$ cat src/rtl/vc_out_scheduler_pkg.sv
// vc_out_scheduler_pkg: flit and FSM types plus the VC index width helper shared by the scheduler.
package vc_out_scheduler_pkg;
  localparam int N_VIRT_CHN = 2;
  typedef enum logic [1:0] {HEAD, BODY, TAIL, HEAD_TAIL} flit_t;
  typedef enum logic {IDLE, LOCKED} sched_st_t;
  function automatic int vc_w(input int n);
    return $clog2(n > 1 ? n : 2);
  endfunction
  localparam int VC_W = vc_w(N_VIRT_CHN);
endpackage

$ cat src/rtl/vc_prio_pick.sv
// vc_prio_pick: combinational priority picker; hi=1 favours the highest set index, hi=0 the lowest.
module vc_prio_pick #(
  parameter int N = 2,
  parameter int W = 1
) (
  input  logic [N-1:0] req,
  input  logic         hi,
  output logic [W-1:0] idx,
  output logic         found
);
  always_comb begin
    idx = '0;
    for (int i = 0; i < N; i++)
      if (req[hi ? i : N-1-i]) idx = W'(hi ? i : N-1-i);
  end
  assign found = |req;
endmodule

$ cat src/rtl/vc_out_scheduler.sv
// vc_out_scheduler: packet-atomic VC grant driving the output mux select and per-VC pops.
// Define VC_SCHED_STARVE_EN to add per-VC starvation counters that override priority order.
module vc_out_scheduler
  import vc_out_scheduler_pkg::*;
#(
  parameter int N_VC       = N_VIRT_CHN,
  parameter int H_PRIORITY = 1,
  parameter int STARVE_LIM = 16,
  localparam int VW        = vc_w(N_VC)
) (
  input  logic              clk,
  input  logic              arst,
  input  logic [N_VC-1:0]   vc_valid_i,
  input  logic [2*N_VC-1:0] vc_ftype_i,
  output logic [N_VC-1:0]   vc_ready_o,
  output logic              out_valid_o,
  input  logic              out_ready_i,
  output logic [VW-1:0]     vc_sel_o,
  output logic              lock_o,
  output logic              err_o
);
  sched_st_t st, st_n;
  logic first, found, hs;
  logic [VW-1:0] win;
  flit_t ft;
  assign ft = flit_t'(vc_ftype_i[{vc_sel_o, 1'b0} +: 2]);
  assign lock_o = st == LOCKED;
  assign out_valid_o = lock_o & vc_valid_i[vc_sel_o];
  assign vc_ready_o = lock_o & out_ready_i ? N_VC'(1) << vc_sel_o : '0;
  assign hs = out_valid_o & out_ready_i;
  // first flit of a lock must open a packet; later flits must not
  assign err_o = hs & (first ? (ft == BODY || ft == TAIL) : (ft == HEAD || ft == HEAD_TAIL));
  always_comb st_n = lock_o ? (hs && (ft == TAIL || ft == HEAD_TAIL) ? IDLE : LOCKED) : (found ? LOCKED : IDLE);
  always_ff @(posedge clk or posedge arst)
    if (arst) begin
      st <= IDLE;
      vc_sel_o <= '0;
      first <= 1'b0;
    end else begin
      st <= st_n;
      if (!lock_o && found) begin
        vc_sel_o <= win;
        first <= 1'b1;
      end else if (hs) first <= 1'b0;
    end
`ifdef VC_SCHED_STARVE_EN
  localparam int CW = $clog2(STARVE_LIM + 1);
  logic [N_VC-1:0][CW-1:0] cnt;
  logic [N_VC-1:0] starved;
  logic [VW-1:0] s_idx, a_idx;
  logic s_found;
  for (genvar i = 0; i < N_VC; i++) begin : g_cnt
    assign starved[i] = vc_valid_i[i] && cnt[i] == CW'(STARVE_LIM);
    always_ff @(posedge clk or posedge arst)
      if (arst) cnt[i] <= '0;
      else if (!vc_valid_i[i] || (!lock_o && found && win == VW'(i))) cnt[i] <= '0;
      else if (!(lock_o && vc_sel_o == VW'(i)) && cnt[i] != CW'(STARVE_LIM)) cnt[i] <= cnt[i] + 1'b1;
  end
  vc_prio_pick #(.N(N_VC), .W(VW)) u_starve (.req(starved), .hi(H_PRIORITY != 0), .idx(s_idx), .found(s_found));
  vc_prio_pick #(.N(N_VC), .W(VW)) u_all (.req(vc_valid_i), .hi(H_PRIORITY != 0), .idx(a_idx), .found(found));
  assign win = s_found ? s_idx : a_idx;
`else
  vc_prio_pick #(.N(N_VC), .W(VW)) u_all (.req(vc_valid_i), .hi(H_PRIORITY != 0), .idx(win), .found(found));
`endif
endmodule

$ cat config.mk
export PLATFORM = sky130hd
export DESIGN_NAME = vc_out_scheduler
export DESIGN_NICKNAME = d
export VERILOG_FILES = /design/src/rtl/vc_out_scheduler_pkg.sv /design/src/rtl/vc_prio_pick.sv /design/src/rtl/vc_out_scheduler.sv
export SDC_FILE = /design/constraint.sdc
export NUM_CORES = 1
export LEC_CHECK = 0
export CAP_MARGIN = 20
export CORE_AREA = 2 2 39 41
export CTS_BUF_LIST = sky130_fd_sc_hd__clkbuf_8 sky130_fd_sc_hd__clkbuf_16
export CTS_CLUSTER_DIAMETER = 40
export DETAILED_ROUTE_END_ITERATION = 10
export DIE_AREA = 0 0 41 43
export GPL_TIMING_DRIVEN = 0
export PLACE_DENSITY_LB_ADDON = 0.05
export SLEW_MARGIN = 20
export SYNTH_ARGS = -nofsm -noshare
export SYNTH_HDL_FRONTEND = slang
export SYNTH_SLANG_ARGS = --single-unit
$ cat constraint.sdc
create_clock -name clk -period 1.93 [get_ports clk]
set_input_delay 0.193 -clock clk [delete_from_list [all_inputs] [get_ports clk]]
set_output_delay 0.193 -clock clk [all_outputs]
set_load 0.01 [all_outputs]
==> Word-level counts from Yosys, hierarchy flattened <==
Index checks and enable logic that the tools add are counted.
{ "totals": {"elab_cells": 32, "output_inout_bits": 6, "inputBits": 9, "reg_bits": 3} }
{ "classes": {"shifts": 2, "n_mux": 10, "n_bitwise": 4, "order_cmp": 1, "eq_ne": 3, "n_reduce_logical": 9} }
{ "op_table": {"columns": ["operator", "count"], "rows": [
  ["1-bit two-way mux", 9],
  ["1-bit AND", 4],
  ["2-bit equality test, second input constant", 2],
  ["4-bit by 3-bit variable part select with 2-bit output", 1],
  ["1-bit logical OR", 3],
  ["2-bit by 1-bit equality test with 1-bit output, second input constant", 1],
  ["1-bit logical AND", 2],
  ["2-bit zero test", 1],
  ["1-bit by 2-bit less-than comparator with 1-bit output, second input constant", 1],
  ["2-bit two-way mux", 1],
  ["2-bit nonzero test", 1],
  ["2-bit OR reduction", 1],
  ["1-bit by 1-bit left shift with 2-bit output, first input constant", 1],
  ["1-bit zero test", 1]
]} }

==> Logic depth before layout (Yosys ltp) <==
Gate-level depths: netlist of run 1.
{ "depth": {"ltp_word": 7, "mapped_depth": 4} }

==> Modules after synthesis <==
Synthesis of run 1 repeated with hierarchy kept, for this count alone.
{ "unflattened": {"cells_unflattened": 23, "hier_area_um2": 239.0} }
{ "by_module_without_submodules": {"columns": ["module", "instances", "seq_area_each_um2", "cells_per_inst", "area_each_um2"], "rows": [
  ["vc_out_scheduler", 1, 75.1, 20, 221.5],
  ["vc_prio_pick", 1, 0.0, 3, 17.5]
]} }

==> Worst setup path after synthesis of run 1 <==
No wires, ideal clock.
{ "synth_timing": {"path_kind": "reg-to-output", "from": "reg vc_sel_o", "to": "out err_o", "path_stages_with_launch": 5, "n_path_buf": 1, "arrival_ns": 1.242, "t_required_ns": 1.737, "setup_slack_ns": 0.495, "path_cell_list": "dfrtp_1 buf_6 mux2i_1 xnor3_1 nor3_2"} }
{ "synth_via": {"elab_chain_cells": 5, "word_cells_on_any_way": 13, "classes_between": "3 x eq/ne; 1 x shift; 3 x mux; 3 x bitwise; 3 x reduce/logical"} }
{ "synth_lines": {"columns": ["item", "line", "text"], "rows": [
  ["from (decl)", "vc_out_scheduler.sv:18", "output logic [VW-1:0] vc_sel_o,"],
  ["from (signal assigned)", "vc_out_scheduler.sv:42", "vc_sel_o <= win;"],
  ["4-bit by 3-bit variable part select with 2-bit output or 1-bit two-way mux (tied branches)", "vc_out_scheduler.sv:26, vc_out_scheduler.sv:28", null],
  ["2-bit equality test (tied with other cells)", "vc_out_scheduler.sv:32", "assign err_o = hs & (first ? (ft == BODY || ft == TAIL) : (ft == HEAD || ft == HEAD_TAIL));"],
  ["1-bit logical OR or 1-bit AND (tied branches)", "vc_out_scheduler.sv:32, vc_out_scheduler.sv:28", null],
  ["1-bit two-way mux or 1-bit AND (tied branches)", "vc_out_scheduler.sv:32, vc_out_scheduler.sv:30", null],
  ["1-bit AND (*)", "vc_out_scheduler.sv:32", null],
  ["to (decl)", "vc_out_scheduler.sv:20", "output logic err_o"]
]} }
Mark *: on every way between the ends. The rest lies on a longest branch, timed or not. The select of a mux whose other input is x is not followed.

==> Worst setup path after layout of run 1 <==
{ "layout_timing": {"from": "reg vc_sel_o", "to": "out out_valid_o"} }
{ "layout_via": {"elab_chain_cells": 3} }
{ "layout_lines": {"columns": ["item", "line", "text"], "rows": [
  ["1-bit two-way mux (not written as such) (2 in series)", "vc_out_scheduler.sv:28", "assign out_valid_o = lock_o & vc_valid_i[vc_sel_o];"],
  ["1-bit AND", "vc_out_scheduler.sv:28", null],
  ["to (decl)", "vc_out_scheduler.sv:16", "output logic out_valid_o,"]
]} }
Every way passes these cells. The select of a mux whose other input is x is not followed.

==> impl_metrics.py, run 1 <==
metrics = {
    "run_status": {
        "outcome": "completed",
    },
    "synthesis": {
        "synth_edf_count": 0,
        "ys_ff_latch": 3,
        "yosysWarnings": 0,
        "synthesis.area_um2": 224.0,
        "synth_cell_types": 14,
        "synth_most_common_cell": "inv_1",
        "ys_dominant_reg_cell": "dfrtp_1",
        "synth_top_family_by_area": "simple AND/OR/NAND/NOR gates",
        "synth_area_leaders": "dfrtp_1 34%, mux2i_1 13%, xnor3_1 10%",
        "synth-simple-area-share_pct": 21.23,
        "synth_top_cell_by_area": "dfrtp_1",
        "syn_nets": 34,
        "synth_cells": 25,
        "async_flop_share_pct": 100.0,
        "syn_area_per_cell_um2": 8.959,
        "synth.top_cell.area_share_pct": 33.52,
        "synth_compound_area_share_pct": 10.06,
        "ys_seq_area_share_pct": 33.52,
        "synthAdderAreaFrac_pct": 0,
        "synth_mux_area_share_pct": 13.41,
        "synth_xor_area_share_pct": 10.06,
        "yosys-top-cells-count": "4 x inv_1, 3 x dfrtp_1, 3 x mux2i_1, 3 x nor2_1",
    },
    "power": {
        "peakVddDrop_uv": 407.4,
        "leakage_nw": 0.1994,
        "finalPower_uw": 576.4,
        "power_density_nw_per_um2": 1347,
    },
    "setup_path": {
        "r2r_end": "lock_o",
        "critical_path.endpoint_type": "output pin",
        "path_cells": "buf_6 > mux2i_1 > nor2b_1 > clkdlybuf4s50_1",
        "crit_type": "reg -> out",
        "cp-start-kind": "register",
        "cp_slowest_cell": "clkdlybuf4s50_1",
        "worst-path-max-fanout": 6,
        "cpPeakStageDelay_ns": 0.48,
        "cp.required_ns": 1.74,
        "r2r_cells": 4,
        "timing.rr.start": "vc_sel_o",
        "r2r_setup_slack_ns": 0.79,
        "crit_arrival_ns": 1.62,
    },
    "cts": {
        "postCtsSetupRepairBufs": 0,
        "clockBufferDepth": 2,
        "postCtsHoldBufs": 0,
        "cts_sinks": 3,
        "cts_max_level": 1,
        "insertion_delay_ns": 0.21,
        "path_clk_slew_ns": 0.03,
        "cts_tree": "built",
        "cts_made_buffers": 3,
        "clockRootBuffer": "clkbuf_8",
    },
    "layout": {
        "syn2layout_area_growth_pct": 91.06,
        "drive_gt1_share_pct": 16.28,
        "diodes": 0,
        "nNetsFinal": 53,
        "utilization_pct": 30.92,
    },
    "floorplanning": {
        "std_cell_rows": 14,
        "core_um2": 1384,
        "ios": 15,
        "dieArea_um2": 1763,
        "dieHeight_um": 43,
        "initial_utilization_pct": 16.18,
        "die_x_um": 41,
    },
    "grt": {
        "grt_max_degree": 9,
        "grt_pass1_vias": 238,
        "grt_usage_pct": 7.956,
        "antenna_found_initial": 0,
        "grt_overflow_total": 0,
        "grt_pass1_wl_um": 890,
    },
    "detailed_routing": {
        "ant_nets": 0,
        "first_iter_violations": 5,
        "dr.pass1.iters": 2,
        "finalWirelength_um": 552,
        "viasPerCell": 3.932,
        "routedWlPerCell_um": 9.356,
        "via_count": 232,
        "drc": 0,
    },
    "sta": {
        "final.setup_skew_ns": 0.001415,
        "final.min_clock_period_ns": 1.818,
        "max_freq_mhz": 550.2,
        "period_share_pct": 94.17,
        "worst_slack_ns": 0.1125,
        "grt_setup_unrepaired": "false",
        "finalSetupTns_ns": 0,
        "setup-violations-final": 0,
        "drv_slew": 0,
        "max-slew-margin-rel_pct": 75.68,
        "worst-slew-pin-transition_ns": 0.3546,
        "finalHoldViolations": 0,
    },
    "min_path": {
        "worstHoldPathType": "in -> async",
    },
    "placed_design": {
        "place_congestion": 0.7303,
        "port_buffers": 14,
        "hpwl_um": 435.7,
        "place_ws_ns": -0.06250,
    },
    "run": {
        "cap_viol_max_count": 0,
    },
}
## cells in the final DEF, fill, tap and decap left out, drive strengths merged, types with 2 or more instances in the layout
cell / n
clkbuf: 4
clkdlybuf4s50: 13
dfrtp: 3
inv: 5
mux2i: 3
nor2: 3
nor3: 3
o21ai: 2
## cell type report
class                      count  area (um^2)
sequential                     3        75.07
inverter                       4        15.01
clock buffer                   3        41.29
clock inverter                 1        3.754
multi-input combinational     17        126.4
buffer                         1        11.26
timing repair buffer          14        135.1
tap                           16        20.02
fill                         169        955.9
## worst max-delay path: cells and delay by family, from the launching register on
kind	cells	cell delay, ns
DFF	1	0.35
buffers and inverters	2	0.62
and+or+nand+nor	1	0.09
muxes	1	0.36
## state kept, by name (all words and copies together), names as in the netlist
register  count
first         1
lock_o        1
vc_sel_o      1
## routing by layer
layer | vias up | track usage [%] | wire length [um]
met3 | 0 | 3.141 | 41
met1 | 104 | 8.766 | 229
li1 | 117 | - | -
met5 | - | 0 | 0
met4 | 0 | 8.000 | 0
met2 | 11 | 10.63 | 281
## where the power goes
| part | internal (mW) | switching, mW |
|---|---|---|
| sequential | 0.0872 | 0.0174 |
| clock | 0.135 | 0.0388 |
| combinational | 0.179 | 0.119 |
## repair_timing
action,CTS,global route
resized for setup,1,3
pin swaps,0,0
setup endpoints to repair,1,1
## logic make-up after synthesis
logic type                after synthesis
DFF                                     3
and+or+nand+nor                         9
xor gates and xnor gates                1
muxes                                   3
AOI/OAI and AO/OA                       4
buffers and inverters                   5
## through the flow
stage / cell area [um^2] / instances / hold slack [ns]
finish: 427.9 / 59 / 0.1549
floorplan: 224.0 / 25 / -0.05336
global placement: 384.1 / 55 / 0.3741
global route: 427.9 / 59 / 0.1671
CTS: 427.9 / 59 / 0.1585
detailed placement: 384.1 / 55 / 0.3784
## worst max-delay path by stage
stage | startpoint | end | slack [ns]
2_1_floorplan | vc_sel_o | err_o | 0.50
6_report | vc_sel_o | out_valid_o | 0.11
4_1_cts | vc_sel_o | err_o | 0.06
3_5_place_dp | vc_ftype_i[2] | err_o | -0.06
3_3_place_gp | vc_ftype_i[2] | err_o | -0.04
5_1_grt | vc_sel_o | out_valid_o | 0.03
(Power assumes the default switching activity.)
==> inputs of run 2 (changes only) <==
--- a/config.mk
+++ b/config.mk
@@ -12,7 +12,6 @@
 export DETAILED_ROUTE_END_ITERATION = 10
 export DIE_AREA = 0 0 41 43
 export GPL_TIMING_DRIVEN = 0
-export PLACE_DENSITY_LB_ADDON = 0.05
 export SLEW_MARGIN = 20
 export SYNTH_ARGS = -nofsm -noshare
 export SYNTH_HDL_FRONTEND = slang
==> impl_metrics.py, run 2 (synthesis results as in run 1) <==
metrics = {
    "run_status": {
        "outcome": "completed",
    },
    "detailed_routing": {
        "first_iter_violations": 3,
        "drc": 0,
        "routedWlPerCell_um": 9.000,
        "dr.pass1.iters": 2,
        "viasPerCell": 3.881,
        "ant_nets": 0,
        "finalWirelength_um": 531,
        "via_count": 229,
    },
    "setup_path": {
        "cpPeakStageDelay_ns": 0.49,
        "cp-start-kind": "register",
        "startpoint": "vc_sel_o",
        "timing.rr.start": "vc_sel_o",
        "critPathBufInv": 2,
        "cp.required_ns": 1.74,
        "worst-path-max-fanout": 6,
        "crit_family": "buffers and inverters",
        "cp_slowest_cell": "clkdlybuf4s50_1",
        "critical_path.endpoint_type": "output pin",
        "crit_arrival_ns": 1.66,
        "crit_type": "reg -> out",
        "path_cells": "buf_6 > mux2i_1 > nor2b_1 > clkdlybuf4s50_1",
    },
    "sta": {
        "finalHoldViolations": 0,
        "drv_slew": 0,
        "worst-slew-pin-transition_ns": 0.3939,
        "final.setup_skew_ns": 0.002074,
        "grt_setup_unrepaired": "false",
        "max-slew-margin-rel_pct": 72.99,
        "setup-violations-final": 0,
        "max_freq_mhz": 540.2,
        "worst_slack_ns": 0.07875,
        "period_share_pct": 95.92,
        "whs_ns": 0.1479,
        "finalSetupTns_ns": 0,
        "final.min_clock_period_ns": 1.851,
    },
    "power": {
        "peakVddDrop_uv": 365.6,
        "finalPower_uw": 580.2,
        "sw_frac_of_total_pct": 30.45,
        "p_clk_share_pct": 31.0,
        "pwr-share-seq_pct": 17.9,
        "p_sw_uw": 176.7,
        "p_int_uw": 403.5,
        "power_density_nw_per_um2": 1344,
        "leakage_nw": 0.2024,
        "power_frac_comb_pct": 51.1,
    },
    "placed_design": {
        "hpwl_um": 397,
        "dp_cells": 55,
        "place_congestion": 0.7536,
        "place_area_um2": 384.1,
        "port_buffers": 14,
        "place_ws_ns": -0.04052,
    },
    "grt": {
        "grtUsageMet2_pct": 9.375,
        "grt-busiest-layer": "met4",
        "grt_pass1_vias": 230,
        "grt_max_degree": 9,
        "met3_usage_pct": 1.571,
        "antenna_found_initial": 0,
        "gr-usage-met1_pct": 8.766,
        "grt_usage_pct": 7.855,
        "grt_pass1_wl_um": 834,
        "grt_overflow_total": 0,
    },
    "run": {
        "cap_viol_max_count": 0,
    },
    "floorplanning": {
        "die_x_um": 41,
        "dieHeight_um": 43,
        "dieArea_um2": 1763,
        "std_cell_rows": 14,
        "core_um2": 1384,
        "ios": 15,
        "initial_utilization_pct": 16.18,
    },
    "cts": {
        "insertion_delay_ns": 0.22,
        "cts_max_level": 1,
        "path_clk_slew_ns": 0.03,
        "clockRootBuffer": "clkbuf_8",
        "cts_tree": "built",
        "postCtsHoldBufs": 0,
        "cts_made_buffers": 3,
        "postCtsSetupRepairBufs": 0,
        "clockBufferDepth": 2,
        "cts_sinks": 3,
    },
    "layout": {
        "syn2layout_area_growth_pct": 92.74,
        "utilization_pct": 31.19,
        "instances_no_fill": 59,
        "final_cell_area_um2": 431.7,
        "nNetsFinal": 53,
        "final_common_cell": "clkdlybuf4s50_1",
        "layout_common_cells": "13 x clkdlybuf4s50_1, 5 x inv_1, 3 x nor2_1, 3 x clkbuf_8, 3 x dfrtp_1",
        "drive_gt1_share_pct": 13.95,
        "diodes": 0,
        "num-fill-cells": 158,
    },
    "min_path": {
        "worstHoldPathType": "in -> async",
    },
}
[run 2: changes by cell type in the layout (fill, tap and decap cells not counted)]
cell / change
clkbuf_2: -1
dlygate4sd2_1: +1
[run 2: what timing repair did]
item / CTS / global route
endpoints found under the hold margin: 0 / 0
setup endpoints to repair: 1 / 1
gates resized for setup: 1 / 1
[run 2: worst paths after layout]
| check | cells after the start | endpoint | slack, ns |
|---|---|---|---|
| min in group clk | 2 | first | 0.52 |
| worst min-delay path | 2 | lock_o | 0.15 |
| max in group asynchronous | 2 | first | 1.66 |
| worst max-delay path | 4 | out_valid_o | 0.08 |
| worst max register to register | 4 | first | 0.78 |
| worst min register to register | 2 | first | 0.52 |
[run 2: power groups by stage]
stage | Combinational, mW | Sequential, mW | Clock, mW
after floorplan | 0.171 | 0.110 | 0
after global placement | 0.298 | 0.105 | 0
after detailed placement | 0.297 | 0.105 | 0
after CTS | 0.293 | 0.105 | 0.186
after global routing | 0.324 | 0.109 | 0.187
final | 0.296 | 0.104 | 0.180
[run 2: area by class of cell]
type / count / area (um^2) / area share [%]
timing repair buffer: 14 / 138.9 / 32.17
multi-input combinational: 17 / 126.4 / 29.28
sequential: 3 / 75.07 / 17.39
clock buffer: 3 / 41.29 / 9.565
tap: 16 / 20.02 / 4.638
inverter: 4 / 15.01 / 3.478
buffer: 1 / 11.26 / 2.609
clock inverter: 1 / 3.754 / 0.8696
[run 2: per-layer routing]
layer / wire [um] / vias up / part of all wire, %
met5: 0 / - / 0
met2: 226 / 10 / 43
met1: 227 / 100 / 43
li1: - / 117 / -
met3: 55 / 2 / 10
met4: 21 / 0 / 4.0
[run 2: worst register-to-register path, delay by kind of cell, from the launching register on]
kind	cells	cell delay [ns]
simple gates	1	0.09
flops	1	0.35
buf+inv	1	0.13
compound gates	1	0.12
mux	1	0.39
==> inputs of run 3 (changes only) <==
--- a/config.mk
+++ b/config.mk
@@ -8,10 +8,12 @@
 export CAP_MARGIN = 20
 export CORE_AREA = 2 2 39 41
 export CTS_BUF_LIST = sky130_fd_sc_hd__clkbuf_8 sky130_fd_sc_hd__clkbuf_16
-export CTS_CLUSTER_DIAMETER = 40
+export CTS_CLUSTER_DIAMETER = 100
 export DETAILED_ROUTE_END_ITERATION = 10
 export DIE_AREA = 0 0 41 43
 export GPL_TIMING_DRIVEN = 0
+export PLACE_DENSITY = 0.48
+export SKIP_LAST_GASP = 1
 export SLEW_MARGIN = 20
 export SYNTH_ARGS = -nofsm -noshare
 export SYNTH_HDL_FRONTEND = slang
==> impl_metrics.py, run 3 (synthesis results as in run 1) <==
metrics = {
    "run_status": {
        "outcome": "completed",
    },
    "layout": {
        "diodes": 0,
        "num-fill-cells": 157,
        "syn2layout_area_growth_pct": 92.74,
        "layout_common_cells": "13 x clkdlybuf4s50_1, 5 x inv_1, 3 x nor2_1, 3 x clkbuf_8, 3 x dfrtp_1",
        "instances_no_fill": 59,
        "drive_gt1_share_pct": 13.95,
        "nNetsFinal": 53,
        "final_common_cell": "clkdlybuf4s50_1",
        "utilization_pct": 31.19,
    },
    "cts": {
        "cts_sinks": 3,
        "path_clk_slew_ns": 0.03,
        "clockBufferDepth": 2,
        "cts_tree": "built",
        "cts_max_level": 1,
        "insertion_delay_ns": 0.22,
        "clockRootBuffer": "clkbuf_8",
        "postCtsSetupRepairBufs": 0,
        "cts_made_buffers": 3,
    },
    "setup_path": {
        "cp-start-kind": "register",
        "r2r_setup_slack_ns": 0.85,
        "crit_family": "buffers and inverters",
        "r2r_end": "lock_o",
        "path_cells": "buf_6 > mux2i_1 > xnor3_1 > nor3_2 > dlygate4sd2_1",
        "worst-path-max-fanout": 6,
        "r2r_cells": 4,
        "cp_slowest_cell": "dfrtp_1",
        "crit_type": "reg -> out",
        "crit_arrival_ns": 1.63,
        "critPathBufInv": 2,
        "timing.rr.start": "vc_sel_o",
        "critical_path.endpoint_type": "output pin",
        "cpPeakStageDelay_ns": 0.34,
        "cp.required_ns": 1.74,
    },
    "sta": {
        "max-slew-margin-rel_pct": 80.46,
        "worst-slew-pin-transition_ns": 0.2875,
        "max_freq_mhz": 547.8,
        "period_share_pct": 94.59,
        "finalSetupTns_ns": 0,
        "finalHoldViolations": 0,
        "final.setup_skew_ns": 0.002400,
        "grt_setup_unrepaired": "false",
        "drv_slew": 0,
        "setup-violations-final": 0,
        "whs_ns": 0.1431,
        "final.min_clock_period_ns": 1.826,
    },
    "floorplanning": {
        "core_um2": 1384,
        "initial_utilization_pct": 16.18,
        "ios": 15,
        "std_cell_rows": 14,
        "dieHeight_um": 43,
        "dieArea_um2": 1763,
        "die_x_um": 41,
    },
    "placed_design": {
        "place_congestion": 0.7336,
        "port_buffers": 14,
        "hpwl_um": 397.2,
        "dp_cells": 55,
    },
    "grt": {
        "grt_pass1_wl_um": 848,
        "antenna_found_initial": 0,
        "grt_usage_pct": 8.350,
        "grt_overflow_total": 0,
        "grt_max_degree": 9,
        "grt_pass1_vias": 222,
    },
    "detailed_routing": {
        "routedWlPerCell_um": 9.542,
        "ant_nets": 0,
        "dr.pass1.iters": 2,
        "viasPerCell": 3.966,
        "first_iter_violations": 4,
        "drc": 0,
        "finalWirelength_um": 563,
        "via_count": 234,
    },
    "min_path": {
        "worstHoldPathType": "in -> async",
    },
    "power": {
        "leakage_nw": 0.2024,
        "peakVddDrop_uv": 450.4,
        "power_density_nw_per_um2": 1340,
    },
    "run": {
        "cap_viol_max_count": 0,
    },
}
[run 3: cell counts in the layout (fill, tap and decap cells not counted)]
No cell type changed its count.
[run 3: cell type report]
class	instances	area, um^2	area share, %
Tap cell	16	20.02	4.638
Clock inverter	1	3.754	0.8696
Multi-Input combinational cell	17	126.4	29.28
Buffer	1	11.26	2.609
Sequential cell	3	75.07	17.39
Timing Repair Buffer	14	138.9	32.17
Clock buffer	3	41.29	9.565
Inverter	4	15.01	3.478
[run 3: per-stage QoR]
| stage | total power [mW] | instance area [um^2] | worst slack (ns) |
|---|---|---|---|
| finish | 0.5783 | 431.7 | 0.1044 |
| global route | 0.6216 | 431.7 | 0.001545 |
| CTS | 0.5836 | 427.9 | 0.07078 |
| detailed placement | 0.4043 | 384.1 | -0.04286 |
| global placement | 0.4062 | 384.1 | -0.04599 |
| floorplan | 0.2813 | 224.0 | 0.4952 |
[run 3: worst register-to-register path: cells and delay by family (launching register included)]
kind | cells | cell delay, ns
buf+inv | 1 | 0.14
flops | 1 | 0.37
mux | 1 | 0.18
simple gates | 2 | 0.28
[run 3: how the worst max path moves through the flow]
stage / startpoint / endpoint / slack, ns / cells past startpoint
5_1_grt: vc_sel_o / err_o / 0.002 / 5
3_5_place_dp: vc_ftype_i[2] / err_o / -0.04 / 5
6_report: vc_sel_o / err_o / 0.10 / 5
4_1_cts: vc_sel_o / err_o / 0.07 / 5
2_1_floorplan: vc_sel_o / err_o / 0.50 / 4
3_3_place_gp: vc_ftype_i[2] / err_o / -0.05 / 5
[run 3: report_power, final]
| part | leakage, nW | switching, mW | internal (mW) |
|---|---|---|---|
| registers | 0.0339 | 0.0168 | 0.0872 |
| logic | 0.142 | 0.117 | 0.180 |
| clock network | 0.0269 | 0.0414 | 0.135 |
[run 3: metal layers]
layer	global-route usage (%)	vias to the layer above	part of all wire [%]
li1	-	118	-
met1	8.738	102	41
met2	9.375	12	42
met3	2.618	2	12
met4	14.00	0	4.3
met5	0	-	0
[run 3: what timing repair did]
action                     in CTS  in global routing
resized for setup               1                  1
pin swaps                       0                  0
setup endpoints to repair       1                  1
hold buffers                    0                  0
==> variant 1, RTL diff (settings of run 2) <==
Set the package constant `N_VIRT_CHN` to 1 (it was 2).
--- a/src/rtl/vc_out_scheduler_pkg.sv
+++ b/src/rtl/vc_out_scheduler_pkg.sv
@@ -1,6 +1,6 @@
 // vc_out_scheduler_pkg: flit and FSM types plus the VC index width helper shared by the scheduler.
 package vc_out_scheduler_pkg;
-  localparam int N_VIRT_CHN = 2;
+  localparam int N_VIRT_CHN = 1;
   typedef enum logic [1:0] {HEAD, BODY, TAIL, HEAD_TAIL} flit_t;
   typedef enum logic {IDLE, LOCKED} sched_st_t;
   function automatic int vc_w(input int n);
Ports: changed (resized vc_ftype_i, vc_ready_o and vc_valid_i); port bits go from 15 to 11. The function was not compared with the original's and may differ.
==> variant 1 against run 2 <==
Routed wire length down 41%. Synthesized area down 28%. Critical endpoint is now err_o. Count of clock-buffer cells in the layout unchanged. Power down 54%. Global-route usage down 2.6 points. Worst setup slack better by 0.18 ns. Sequential cell count down 1. Critical path depth up 2. Final area down 28%.
==> variant 1: results (changes against run 2) <==
metric,value,unit,change
antennaDiodeCount,0,,unchanged
portBuffers,9,,-5
setup.worst_path.end,err_o,,
syn-num-nets,26,,-24%
drive_gt1_frac,0.233,,+0.0938
clockBufferDepth,2,,unchanged
cts_buffers,3,,unchanged
htreeDepth,1,,unchanged
rr_worst_depth,2,,-2
final_nets,40,,-25%
hold_path.class,in -> async,,
dp.cells,43,,-22%
outcome,completed,,
worst_skew_pair.late_latency,0.21,ns,
clk_pin_slew,0.03,ns,about the same
pg_clk,0.000163,W,-9%
cpLargestDelayFamily,buffers and inverters,,
cp_max_fo,2,,-4
setup.worst_path.start_class,input port,,
synthDistinctLibCells,12,,-2
place_congestion,0.556,,-26%
cp_slowest_cell,clkdlybuf4s50_1,,
p_leak,0.149,nW,-26%
gr-usage-all-layers,0.0522,,-0.0263
startpoint,vc_ftype_i[0],,
vias,146,,-36%
finalClockSkew,0.000617,ns,-0.00146 ns
ff2ff_setup_slack,1.11,ns,+0.33 ns
cts-root-buf,clkbuf_8,,
worstReg2RegEnd,lock_o,,
first_iter_violations,3,,unchanged
synth_common_cells,"inv_1 (3), and2_2 (2), dfrtp_1 (2), ha_1 (2), nor2_1 (2)",,
antenna_found_initial,0,,unchanged
max-vdd-ir-drop,0.213,mV,-42%
yosys_warnings,0,,unchanged
power_switching,0.0000548,W,-69%
seqPwrFrac,0.196,,+0.017
grt_max_degree,7,,-2
max_stage_delay,0.48,ns,
synth_area_leaders,"dfrtp_1 (31%), ha_1 (16%), and2_2 (9.4%)",,
drtPass1Iterations,2,,unchanged
cp.arrival,1.48,ns,-0.18 ns
grt_pass1_wl,558,um,-33%
grt_pass1_vias,166,,-28%
async_flop_share,1.00,,unchanged
synth_cells,18,,-28%
fill_cells,159,,+0.63%
drt-total-wl,312,um,-41%
ys_seq_area_frac,0.313,,-0.0227
regToRegStartpoint,lock_o,,
worstSetupPathType,in -> out,,
stdcell_count,46,,-22%
## variant 1: per-layer routing
layer	track usage	vias to the layer above	wire length, um
met2	0.0656	8	124
met3	0.0366	0	50
met1	0.0482	59	138
met5	0	-	0
li1	-	79	-
met4	0.0600	0	0
## variant 1: layout make-up
type                       instances  share of cell area
timing repair buffer               9               0.286
tap                               16              0.0645
buffer                             1              0.0242
multi-input combinational         12               0.294
sequential                         2               0.161
clock buffer                       3               0.133
inverter                           3              0.0363
## variant 1: timing repair
item / CTS / global route
hold buffers: 0 / 0
setup buffers: 0 / 0
endpoints found under the setup margin: 1 / 0
endpoints found under the hold margin: 0 / 0
resized for setup: 1 / 0
## variant 1: kinds of logic (layout without fill, tap and decap cells)
| group | count (synthesis) | in the layout | synth area share |
|---|---|---|---|
| compound gates | 2 | 2 | 0.109 |
| xor+xnor | 1 | 1 | 0.0547 |
| fa+ha+maj | 2 | 2 | 0.156 |
| buf+inv | 4 | 16 | 0.117 |
| flops | 2 | 2 | 0.313 |
| other cells | 1 | 1 | 0.0234 |
| simple gates | 6 | 6 | 0.227 |
## variant 1: per-stage QoR
step | setup slack (ns) | setup TNS [ns] | hold slack, ns | area [sq um] | total power [W]
final | 0.262 | 0 | 0.137 | 310 | 0.000268
after global routing | 0.147 | 0 | 0.150 | 310 | 0.000286
after floorplan | 0.950 | 0 | -0.0658 | 160 | 0.0000788
after detailed placement | -0.0343 | -0.0343 | 0.357 | 270 | 0.000108
after CTS | 0.241 | 0 | 0.136 | 310 | 0.000275
after global placement | -0.0283 | -0.0283 | 0.354 | 270 | 0.000108
==> variant 2, RTL diff (config.mk and constraints of run 2) <==
Made on the original files. Put a register stage on the output `err_o`. The value now appears one clock later. The other outputs are not delayed to match.
--- a/src/rtl/vc_out_scheduler.sv
+++ b/src/rtl/vc_out_scheduler.sv
@@ -29,7 +29,9 @@
   assign vc_ready_o = lock_o & out_ready_i ? N_VC'(1) << vc_sel_o : '0;
   assign hs = out_valid_o & out_ready_i;
   // first flit of a lock must open a packet; later flits must not
-  assign err_o = hs & (first ? (ft == BODY || ft == TAIL) : (ft == HEAD || ft == HEAD_TAIL));
+  always_ff @(posedge clk) begin
+      err_o <= hs & (first ? (ft == BODY || ft == TAIL) : (ft == HEAD || ft == HEAD_TAIL));
+  end
   always_comb st_n = lock_o ? (hs && (ft == TAIL || ft == HEAD_TAIL) ? IDLE : LOCKED) : (found ? LOCKED : IDLE);
   always_ff @(posedge clk or posedge arst)
     if (arst) begin
Function: changed (a bounded check fails within 4 cycles, from zero or initial values and one cycle with arst high).
==> variant 2 against run 2 <==
Routed wire length fell by 8.9%. Power up 5.5%. Largest power group unchanged. Final cell count increased by 1.7%. Synthesized area increased by 8.9%. Final area up 4.9%. Worst setup slack improved by 0.094 ns. Critical endpoint unchanged. Sequential cell count rose by 1.
==> variant 2: results (changes against run 2) <==
metric,value,unit,change
outcome,completed,,
drive_gt1_frac,0.136,,-0.00317
avgRoutedWirePerCell,8.07,um,-10%
power,0.000612,W,+5.5%
worstReg2RegEnd,err_o,,
place_area,404,sq um,+5.2%
syn-num-nets,35,,+2.9%
synth_common_cells,"inv_1 (4), dfrtp_1 (3), mux2i_1 (3), nor2_1 (3)",,
place_ws,0.183,ns,+0.223 ns
tightest_slew,0.283,ns,-0.111 ns
stdcell_area,453,sq um,+4.9%
async_flop_share,0.750,,-0.250
endpoint_kind,output pin,,
synth_cells,26,,+4.0%
grt_max_degree,9,,unchanged
setup.worst_path.end,out_valid_o,,
synth_xor_area_frac,0.0923,,-0.00825
avgViaCountPerCell,3.90,,+0.48%
p_leak,0.207,nW,+2.0%
muxShareOfSynthArea,0.123,,-0.0110
max-vdd-ir-drop,0.379,mV,+3.6%
synth_area_leaders,"dfrtp_1 (31%), mux2i_1 (12%), xnor3_1 (9.2%)",,
dp.cells,56,,+1.8%
fill_cells,161,,+1.9%
cp.arrival,1.56,ns,-0.10 ns
finalClockSkew,0.00320,ns,+0.00113 ns
stdcell_count,60,,+1.7%
synth-compound-area-share,0.0923,,-0.00825
grt_pass1_vias,200,,-13%
worst_skew_pair.late_latency,0.22,ns,about the same
grt_pass1_wl,683,um,-18%
gr-usage-all-layers,0.0585,,-0.0201
synthDistinctLibCells,15,,+1
final_nets,54,,+1.9%
first_iter_violations,3,,unchanged
ys_seq_area_frac,0.390,,+0.0545
ff2ff_setup_slack,0.72,ns,-0.06 ns
drtPass1Iterations,2,,unchanged
setup_slack,0.173,ns,+0.0940 ns
hold_slack,0.140,ns,-0.00839 ns
cts_resized,0,,-1
power_frac_clock,0.295,,-0.015
power_switching,0.000175,W,-1.1%
p_seq,0.000133,W,+28%
place_hpwl,393,um,-1.0%
place_congestion,0.656,,-13%
antenna_found_initial,0,,unchanged
[variant 2: cell count changes after synthesis, sizes merged]
| cell | run 2 | this run |
|---|---|---|
| dfxtp | 0 | 1 |
[variant 2: critical path, cell delays in order (launching register included)]
cell and delay [ns]:
dfrtp_1 0.35, buf_6 0.13, mux2i_2 0.31, nor2b_1 0.08
clkdlybuf4s50_1 0.48
[variant 2: final cells by class]
cell class / count / share of cell area
tap: 16 / 0.0442
buffer: 1 / 0.0249
clock buffer: 3 / 0.0912
timing repair buffer: 14 / 0.309
multi-input combinational: 17 / 0.279
inverter: 4 / 0.0331
sequential: 4 / 0.210
clock inverter: 1 / 0.00829
[variant 2: metal layers]
| metal | vias up | GRT usage | share of wire |
|---|---|---|---|
| met5 | - | 0 | 0 |
| met4 | 0 | 0.0400 | 0 |
| met3 | 0 | 0.0314 | 0.089 |
| met2 | 8 | 0.0875 | 0.48 |
| met1 | 103 | 0.0586 | 0.43 |
| li1 | 123 | - | - |
